[src/rtl/battle_engine_param.sv]
// battle_engine_param: turn-based two-sided battle resolver with a
// free-running LFSR damage randomiser and saturating HP counters.
// Optional macro: BATTLE_ACCURACY_EN adds a per-weapon hit/miss roll.
// Ports:
//   clk, rst                 clock, async active-high reset
//   collision_detected       battle enable (0 pauses at a turn boundary)
//   act_valid/act_who/
//   act_choice/act_ready     action offer handshake (who: 0 player, 1 enemy)
//   turn                     side to move
//   player_HP, enemy_HP      health
//   player_bat/sword,
//   enemy_bat/sword          remaining weapon uses
//   last_dmg, last_hit       result of the last resolved action
//   player_win, enemy_win    sticky result flags
module battle_engine_param #(
    parameter int          HP_W       = 8,
    parameter int          HP_INIT    = 100,
    parameter int          AMMO_W     = 5,
    parameter int          BAT_INIT   = 4,
    parameter int          SWORD_INIT = 3,
    parameter logic [15:0] LFSR_SEED  = 16'hACE1
) (
    input  logic              clk,
    input  logic              rst,
    input  logic              collision_detected,
    input  logic              act_valid,
    input  logic              act_who,
    input  logic [1:0]        act_choice,
    output logic              act_ready,
    output logic              turn,
    output logic [HP_W-1:0]   player_HP,
    output logic [HP_W-1:0]   enemy_HP,
    output logic [AMMO_W-1:0] player_bat,
    output logic [AMMO_W-1:0] player_sword,
    output logic [AMMO_W-1:0] enemy_bat,
    output logic [AMMO_W-1:0] enemy_sword,
    output logic [HP_W-1:0]   last_dmg,
    output logic              last_hit,
    output logic              player_win,
    output logic              enemy_win
);

    typedef enum logic [2:0] {
        IDLE    = 3'd0,
        P_TURN  = 3'd1,
        E_TURN  = 3'd2,
        RESOLVE = 3'd3,
        DONE    = 3'd4
    } state_t;

    state_t            state;
    logic [15:0]       lfsr;
    logic [1:0]        choice_q;
    logic              who_q;

    logic [5:0]        base;
    logic [3:0]        spread;
    logic [4:0]        span;
    logic [4:0]        offset;
    logic [HP_W-1:0]   raw_dmg;
    logic [HP_W-1:0]   dmg;
    logic [HP_W-1:0]   def_hp;
    logic [HP_W-1:0]   new_hp;
    logic [AMMO_W-1:0] atk_bat;
    logic [AMMO_W-1:0] atk_sword;
    logic [AMMO_W-1:0] atk_cnt;
    logic              is_weapon;
    logic              has_ammo;
    logic              acc_hit;
    logic              hit;

    // Fibonacci LFSR, taps 16,14,13,11; runs every cycle regardless of state
    always_ff @(posedge clk or posedge rst) begin
        if (rst) begin
            lfsr <= LFSR_SEED;
        end else begin
            lfsr <= {lfsr[14:0], lfsr[15] ^ lfsr[13] ^ lfsr[12] ^ lfsr[10]};
        end
    end

    always_comb begin
        base   = 6'd10;
        spread = 4'd2;
        unique case (choice_q)
            2'b00: begin base = 6'd10; spread = 4'd2; end
            2'b01: begin base = 6'd20; spread = 4'd4; end
            2'b10: begin base = 6'd30; spread = 4'd6; end
            2'b11: begin base = 6'd40; spread = 4'd8; end
        endcase
    end

    // span = 2R+1; base >= R so the subtraction never underflows
    assign span    = {spread, 1'b1};
    assign offset  = lfsr[4:0] % span;
    assign raw_dmg = HP_W'(base) + HP_W'(offset) - HP_W'(spread);

    assign atk_bat   = who_q ? enemy_bat : player_bat;
    assign atk_sword = who_q ? enemy_sword : player_sword;
    assign atk_cnt   = choice_q[0] ? atk_sword : atk_bat;
    assign is_weapon = choice_q[1];
    assign has_ammo  = !is_weapon || (atk_cnt != '0);

`ifdef BATTLE_ACCURACY_EN
    logic [7:0] thr;

    always_comb begin
        thr = 8'd255;
        unique case (choice_q)
            2'b00: thr = 8'd255;
            2'b01: thr = 8'd204;
            2'b10: thr = 8'd77;
            2'b11: thr = 8'd102;
        endcase
    end

    // punch always lands even though lfsr[15:8] may equal 255
    assign acc_hit = (choice_q == 2'b00) || (lfsr[15:8] < thr);
`else
    assign acc_hit = 1'b1;
`endif

    assign hit    = has_ammo && acc_hit;
    assign dmg    = hit ? raw_dmg : '0;
    assign def_hp = who_q ? player_HP : enemy_HP;
    assign new_hp = (def_hp <= dmg) ? '0 : def_hp - dmg;

    assign act_ready = ((state == P_TURN) && !act_who) ||
                       ((state == E_TURN) && act_who);

    always_ff @(posedge clk or posedge rst) begin
        if (rst) begin
            state        <= IDLE;
            choice_q     <= 2'b00;
            who_q        <= 1'b0;
            turn         <= 1'b0;
            player_HP    <= HP_W'(HP_INIT);
            enemy_HP     <= HP_W'(HP_INIT);
            player_bat   <= AMMO_W'(BAT_INIT);
            enemy_bat    <= AMMO_W'(BAT_INIT);
            player_sword <= AMMO_W'(SWORD_INIT);
            enemy_sword  <= AMMO_W'(SWORD_INIT);
            last_dmg     <= '0;
            last_hit     <= 1'b0;
            player_win   <= 1'b0;
            enemy_win    <= 1'b0;
        end else begin
            case (state)
                // turn is 0 after reset, so resuming and first start coincide
                IDLE: begin
                    if (collision_detected) begin
                        state <= turn ? E_TURN : P_TURN;
                    end
                end
                P_TURN, E_TURN: begin
                    if (act_valid && act_ready) begin
                        choice_q <= act_choice;
                        who_q    <= act_who;
                        state    <= RESOLVE;
                    end else if (!collision_detected) begin
                        state <= IDLE;
                    end
                end
                RESOLVE: begin
                    last_dmg <= dmg;
                    last_hit <= hit;
                    if (who_q) begin
                        player_HP <= new_hp;
                    end else begin
                        enemy_HP <= new_hp;
                    end
                    if (is_weapon && has_ammo) begin
                        unique case ({who_q, choice_q[0]})
                            2'b00: player_bat   <= player_bat - AMMO_W'(1);
                            2'b01: player_sword <= player_sword - AMMO_W'(1);
                            2'b10: enemy_bat    <= enemy_bat - AMMO_W'(1);
                            2'b11: enemy_sword  <= enemy_sword - AMMO_W'(1);
                        endcase
                    end
                    if (new_hp == '0) begin
                        state <= DONE;
                        if (who_q) begin
                            enemy_win <= 1'b1;
                        end else begin
                            player_win <= 1'b1;
                        end
                    end else begin
                        turn  <= ~who_q;
                        state <= who_q ? P_TURN : E_TURN;
                    end
                end
                DONE: begin
                    state <= DONE;
                end
                default: begin
                    state <= IDLE;
                end
            endcase
        end
    end

endmodule

[config.mk]
export PLATFORM = sky130hd
export DESIGN_NAME = battle_engine_param
export DESIGN_NICKNAME = d
export VERILOG_FILES = /design/src/rtl/battle_engine_param.sv
export SDC_FILE = /design/constraint.sdc
export NUM_CORES = 1
export LEC_CHECK = 0
export CORE_MARGIN = 8
export CORE_UTILIZATION = 60
export DETAILED_ROUTE_END_ITERATION = 6
export PLACE_DENSITY = 0.86
export SYNTH_ARGS = -nofsm -noshare
export SYNTH_HDL_FRONTEND = slang
export SYNTH_SLANG_ARGS = --single-unit
[constraint.sdc]
create_clock -name clk -period 13.6 [get_ports clk]
set_input_delay 2.72 -clock clk [delete_from_list [all_inputs] [get_ports clk]]
set_output_delay 2.72 -clock clk [all_outputs]
set_load 0.03 [all_outputs]
# After elaboration in Yosys (flattened, before gate mapping)
# Cells that the tools add are included.
# word_totals
ff_bits,70
inputBits,7
out_inout_bits,49
word_cells,81
# classes
n_addsub,7
n_div,1
order_cmp,1
eq_ne,12
n_mux,15
n_bitwise,5
reduce_logical,25
# ops
cell,n
8-bit 2-to-1 mux,3
6-bit one-hot mux with 4 select lines,1
5-bit by 1-bit subtractor with 5-bit output (second input constant),4
3-bit AND reduction,6
4-bit one-hot mux with 4 select lines,1
5-bit 2-to-1 mux,3
3-bit 2-to-1 mux,4
3-bit one-hot mux with 4 select lines,1
2-bit AND reduction,5
2-bit equality test (second input constant),4
8-bit <= comparator,1
8-bit logical NOT,1
7-bit by 4-bit subtractor with 8-bit output,1
8-bit subtractor,1
6-bit by 5-bit adder with 7-bit output,1
3-bit by 2-bit equality test with 1-bit output (second input constant),2
5-bit by 5-bit remainder unit with 5-bit output,1
5-bit nonzero test,1
2-bit by 1-bit equality test with 1-bit output (second input constant),2
1-bit logical AND,4
2-bit logical NOT,2
2-bit 2-to-1 mux,2
3-bit by 1-bit equality test with 1-bit output (second input constant),1
3-bit equality test (second input constant),1
8 further kinds,13

# Longest topological paths before layout
# logic_depth
word_depth,11
ltp_mapped,39
depth_no_buf,38

# Least setup slack after synthesis
# OpenSTA, ideal clock, no wires.
# synth_path
path_kind,flip-flop to flip-flop
start,reg choice_q[0]
end,reg enemy_win
setup_time_ns,0.076
arrival_time_ns,8.332
required_ns,13.524
path_slack_ns,5.192
path_stages_with_launch,37
n_path_buf,1
period_less_slack_ns,8.408
cell_sequence,dfrtp_1 clkbuf_1 inv_1 ha_1 or3b_4 nand2_1 a31oi_1 ha_1 or4b_4 a211oi_4 o22ai_1 o2bb2ai_1 ha_1 or3_1 o21ai_2 mux2_2 ha_1 a21o_1 nand2b_1 a31oi_1 a2bb2oi_2 mux2_1 ha_1 xor2_1 fa_1 a21o_1 a21oi_1 xor2_1 nand2_1 ha_1 or2_2 a21oi_1 nor2_1 o31ai_1 inv_2 and2_4 o21bai_2
# synth_between
elab_chain_cells,10
word_cells_on_any_way,18
cone_classes,3 x add/sub; 1 x div; 1 x order compare; 3 x eq/ne; 5 x mux; 5 x reduce/logical
# synth_lines
item,line,source
from (decl),53,logic [1:0] choice_q;
from (signal assigned),156,choice_q <= act_choice;
2-bit equality test (tied with other cells),84,unique case (choice_q)
4-bit one-hot mux with 4 select lines,84,
5-bit by 5-bit remainder unit with 5-bit output,94,assign offset = lfsr[4:0] % span;
6-bit by 5-bit adder with 7-bit output,95,assign raw_dmg = HP_W'(base) + HP_W'(offset) - HP_W'(spread);
7-bit by 4-bit subtractor with 8-bit output,95,
8-bit 2-to-1 mux (*),123,assign dmg = hit ? raw_dmg : '0;
8-bit subtractor / 8-bit <= comparator (equally long branches),125,assign new_hp = (def_hp <= dmg) ? '0 : def_hp - dmg;
8-bit 2-to-1 mux (*),125,
8-bit logical NOT (*),179,if (new_hp == '0) begin
3-bit AND reduction (no line) (*),n/a,
to (signal assigned),145,enemy_win <= 1'b0;
to (signal assigned),182,enemy_win <= 1'b1;
to (decl),40,output logic enemy_win
# Mark *: on every way between the ends. The rest lies on a longest branch, timed or not. The select of a mux whose other input is x is not followed.
# A chain may end at the register's enable or synchronous reset.

# Final worst setup path
# Ends and elaborated chain as after synthesis.

==> metrics <==
vias in the first global route=3582; Critical Path Fanout Max=11; DP HPWL=7180 um; worst setup path category=reg -> reg; Iter 0 DRT Violations=between 200 and 250; first-pass GRT wire length=approximately 17000 um; status=finished, final reports clean; clock latency on the worst-skew pair=0.35 ns; CTS resizes=0; slowest CP cell=o31ai_1; CTS root buffer=clkbuf_8; Setup WS pre-CTS=4.45 ns; Cell Pwr Density=288 nW/um2; initial antenna violation count=0; largest net degree at the start of global routing=71; R2R setup slack=4.18 ns; worst reg2reg path startpoint=choice_q[0]; number of synthesized flops with an enable pin=0; Synth Flop Type=dfrtp_1; FF+latch count, synth=70; Post-Synth Simple-Gate Area=between 15 and 20%; slew margin rel.=42.5%; Mapped Avg Cell Area=9.74 um2; largest family of logic cells by synthesized area=compound AO/OA/AOI/OAI gates; Async S/R FF share, synth=100%; Synth Area in Adders=12.3%; wire per inst=16.6 um; diodes inserted=0; Seq/Total Area, Yosys=41.7%; # clock sinks=70; global route total overflow=0; placed cell area=4900 um2; Vias=3415; CP required=13.87 ns; Tmin final=9.42 ns; drt pass-1 iters=7; Post-Synth XOR/XNOR Area=between 6 and 7%; max_cap viols=0; CP startpoint kind=flop; clk slew on worst S/H paths=0.08 ns; Cells after Synth=437; Max Root-Sink Buffers=2; CTS Buf Count=9; Die H=100 um; Syn-to-layout area delta=21.0%; layout net count=542; TritonCTS clock tree=done; most frequent CP cell=ha_1; P_leak=0.00229 uW; synthesized area=4260 um2; worst slew pin tran=0.862 ns; core region area=6830 um2; vias per cell=between 5 and 6; Initial Util=62.3%; CP max stage delay=0.64 ns; Detailed Route WL=~9900 um; Critical Path AT=9.70 ns; post-synthesis net count=484; I/O Buffers=55; Reg2Reg Capture Point=enemy_win; setup TNS=0 ns; Worst Hold End=lfsr[15]; FP Rows=30; Synth Warn #=0; total die area=10000 um2; Final Skew=0.00921 ns; final-report hold violation count=0; Hold WC Path Type=reg -> reg; Worst Hold Path Cells=0; io pins=56; drt drc=0; Tot GR Track Use=about a fifth; unrepaired setup endpoints after global routing=no; complex-gate fraction of the synthesized area=16.5%; highest clock rate=0.106 GHz; layout cell share with drive strength beyond 1=13.4%; Antenna Nets Post-Route=0; mux share of post-synthesis cell area=3.62%; worst setup margin=between 4 and 5 ns; Final setup viols=0; hold_sp=lfsr[14]; H-tree Lvls=3; CTS Hold Bufs=0; Max Transition Viols Final=0; global placement routability congestion=0.967; fin area=5150 um2; Synth cell types=57; maximum vdd drop=131 uV; die width=100 um; Tcrit/Tclk final=69.3%; # Post-CTS Setup Buffers=0; reg2reg path depth=36; crit path capture type=flop
[layout by cell type, fill, tap and decap left out, drive strengths merged, types with 14 or more instances in the layout]
cell type      synthesis  final
nor3                  16     16
xor2                  14     14
dfstp                 20     20
ha                    37     37
inv                   28     29
xnor2                 20     20
dfrtp                 50     50
a21oi                 22     22
nand2                 55     55
o21ai                 38     38
clkdlybuf4s50          0     55
nor2                  19     19
[critical path: cells and delay by family, from the launching register on]
family / cells / cell delay (ns)
AOI/OAI and AO/OA: 15 / 3.20
adders and majority gates: 7 / 2.37
and+or+nand+nor: 8 / 1.87
muxes: 2 / 0.73
DFF: 1 / 0.50
xor gates and xnor gates: 2 / 0.35
buffers and inverters: 2 / 0.32
[logic make-up (layout without fill, tap and decap cells)]
group / count (synthesis) / count (layout)
AO/OA/AOI/OAI: 106 / 106
XOR/XNOR: 34 / 34
adder cells (fa/ha/maj): 40 / 40
buffers and inverters: 37 / 100
flip-flops: 70 / 70
multiplexers: 14 / 14
AND/OR/NAND/NOR: 136 / 136
[cells in the mapped netlist (2+ instances only)]
cell type  number  area (um2)
nand2_1        55         206
dfrtp_1        50        1250
a31oi_1         4        25.0
o211ai_1        5        37.5
and2_1          2        12.5
xnor2_1        20         175
a211o_1         4        35.0
mux2_2         10         113
o31ai_1         6        45.0
or4_1           2        15.0
dfstp_2        20         526
o21bai_2        2        22.5
nand2b_1        4        25.0
a21oi_1        22         110
o21a_1          4        30.0
o21ai_1         5        25.0
a21o_1          7        52.6
mux2i_1         3        30.0
nor2_1         19        71.3
nor3_1         16        80.1
inv_1          27         101
buf_1           2        7.51
or3_1           4        25.0
o22a_1          2        17.5
nor2b_1         4        25.0
o2bb2ai_1       2        17.5
xor2_1         14         123
ha_1           37         463
nand3_1         8        40.0
nand4_1         3        18.8
clkbuf_1        7        26.3
o21ai_0        32         160
fa_1            3        60.1
or2_2           9        56.3
[metrics by stage]
step / hold slack (ns) / instances / total power [uW] / util (%)
finish: 0.353 / 596 / 1480 / 75.4
floorplan: 0.331 / 437 / 1020 / -
global placement: 0.333 / 580 / 1220 / 71.7
detailed placement: 0.343 / 580 / 1240 / 71.7
CTS: 0.357 / 596 / 1480 / 75.4
global route: 0.366 / 596 / 1610 / 75.4
[layout make-up]
type                    instances  area (um2)
clock buffers                  11         141
clock inverters                 5         106
fillers                       505        1680
inverters                      28         105
multi-input cells             330        2340
flip-flops and latches         70        1780
well taps                      96         120
repair buffers                 56         558
[per-layer routing]
layer | share of wire [%] | GRT usage, % | wire length (um)
met4 | 2.1 | 9.77 | 205
met1 | 44 | 24.5 | 4320
met5 | 0 | 0 | 0
met2 | 48 | 34.4 | 4710
met3 | 6.4 | 5.19 | 633
[report_power, final]
group | internal [uW] | switching (uW)
Combinational | 404 | 569
Sequential | 254 | 46.5
Clock | 128 | 80.3
Total | 786 | 696
[flip-flops by register name, indices dropped and copies added (netlist names)]
register / cells
lfsr: 16
enemy_HP: 8
last_dmg: 8
player_HP: 8
enemy_bat: 5
enemy_sword: 5
player_bat: 5
player_sword: 5
state: 3
choice_q: 2
enemy_win: 1
last_hit: 1
player_win: 1
turn: 1
who_q: 1
[how the worst max path moves through the flow]
stage	startpoint	end	slack, ns	cells past startpoint
2_1_floorplan	choice_q[0]	enemy_win	5.19	36
3_3_place_gp	choice_q[0]	enemy_win	4.89	35
3_5_place_dp	choice_q[0]	state[2]	4.45	36
4_1_cts	choice_q[0]	state[2]	4.27	36
5_1_grt	choice_q[0]	enemy_win	3.58	36
6_report	choice_q[0]	enemy_win	4.18	36
(Power assumes the default switching activity.)
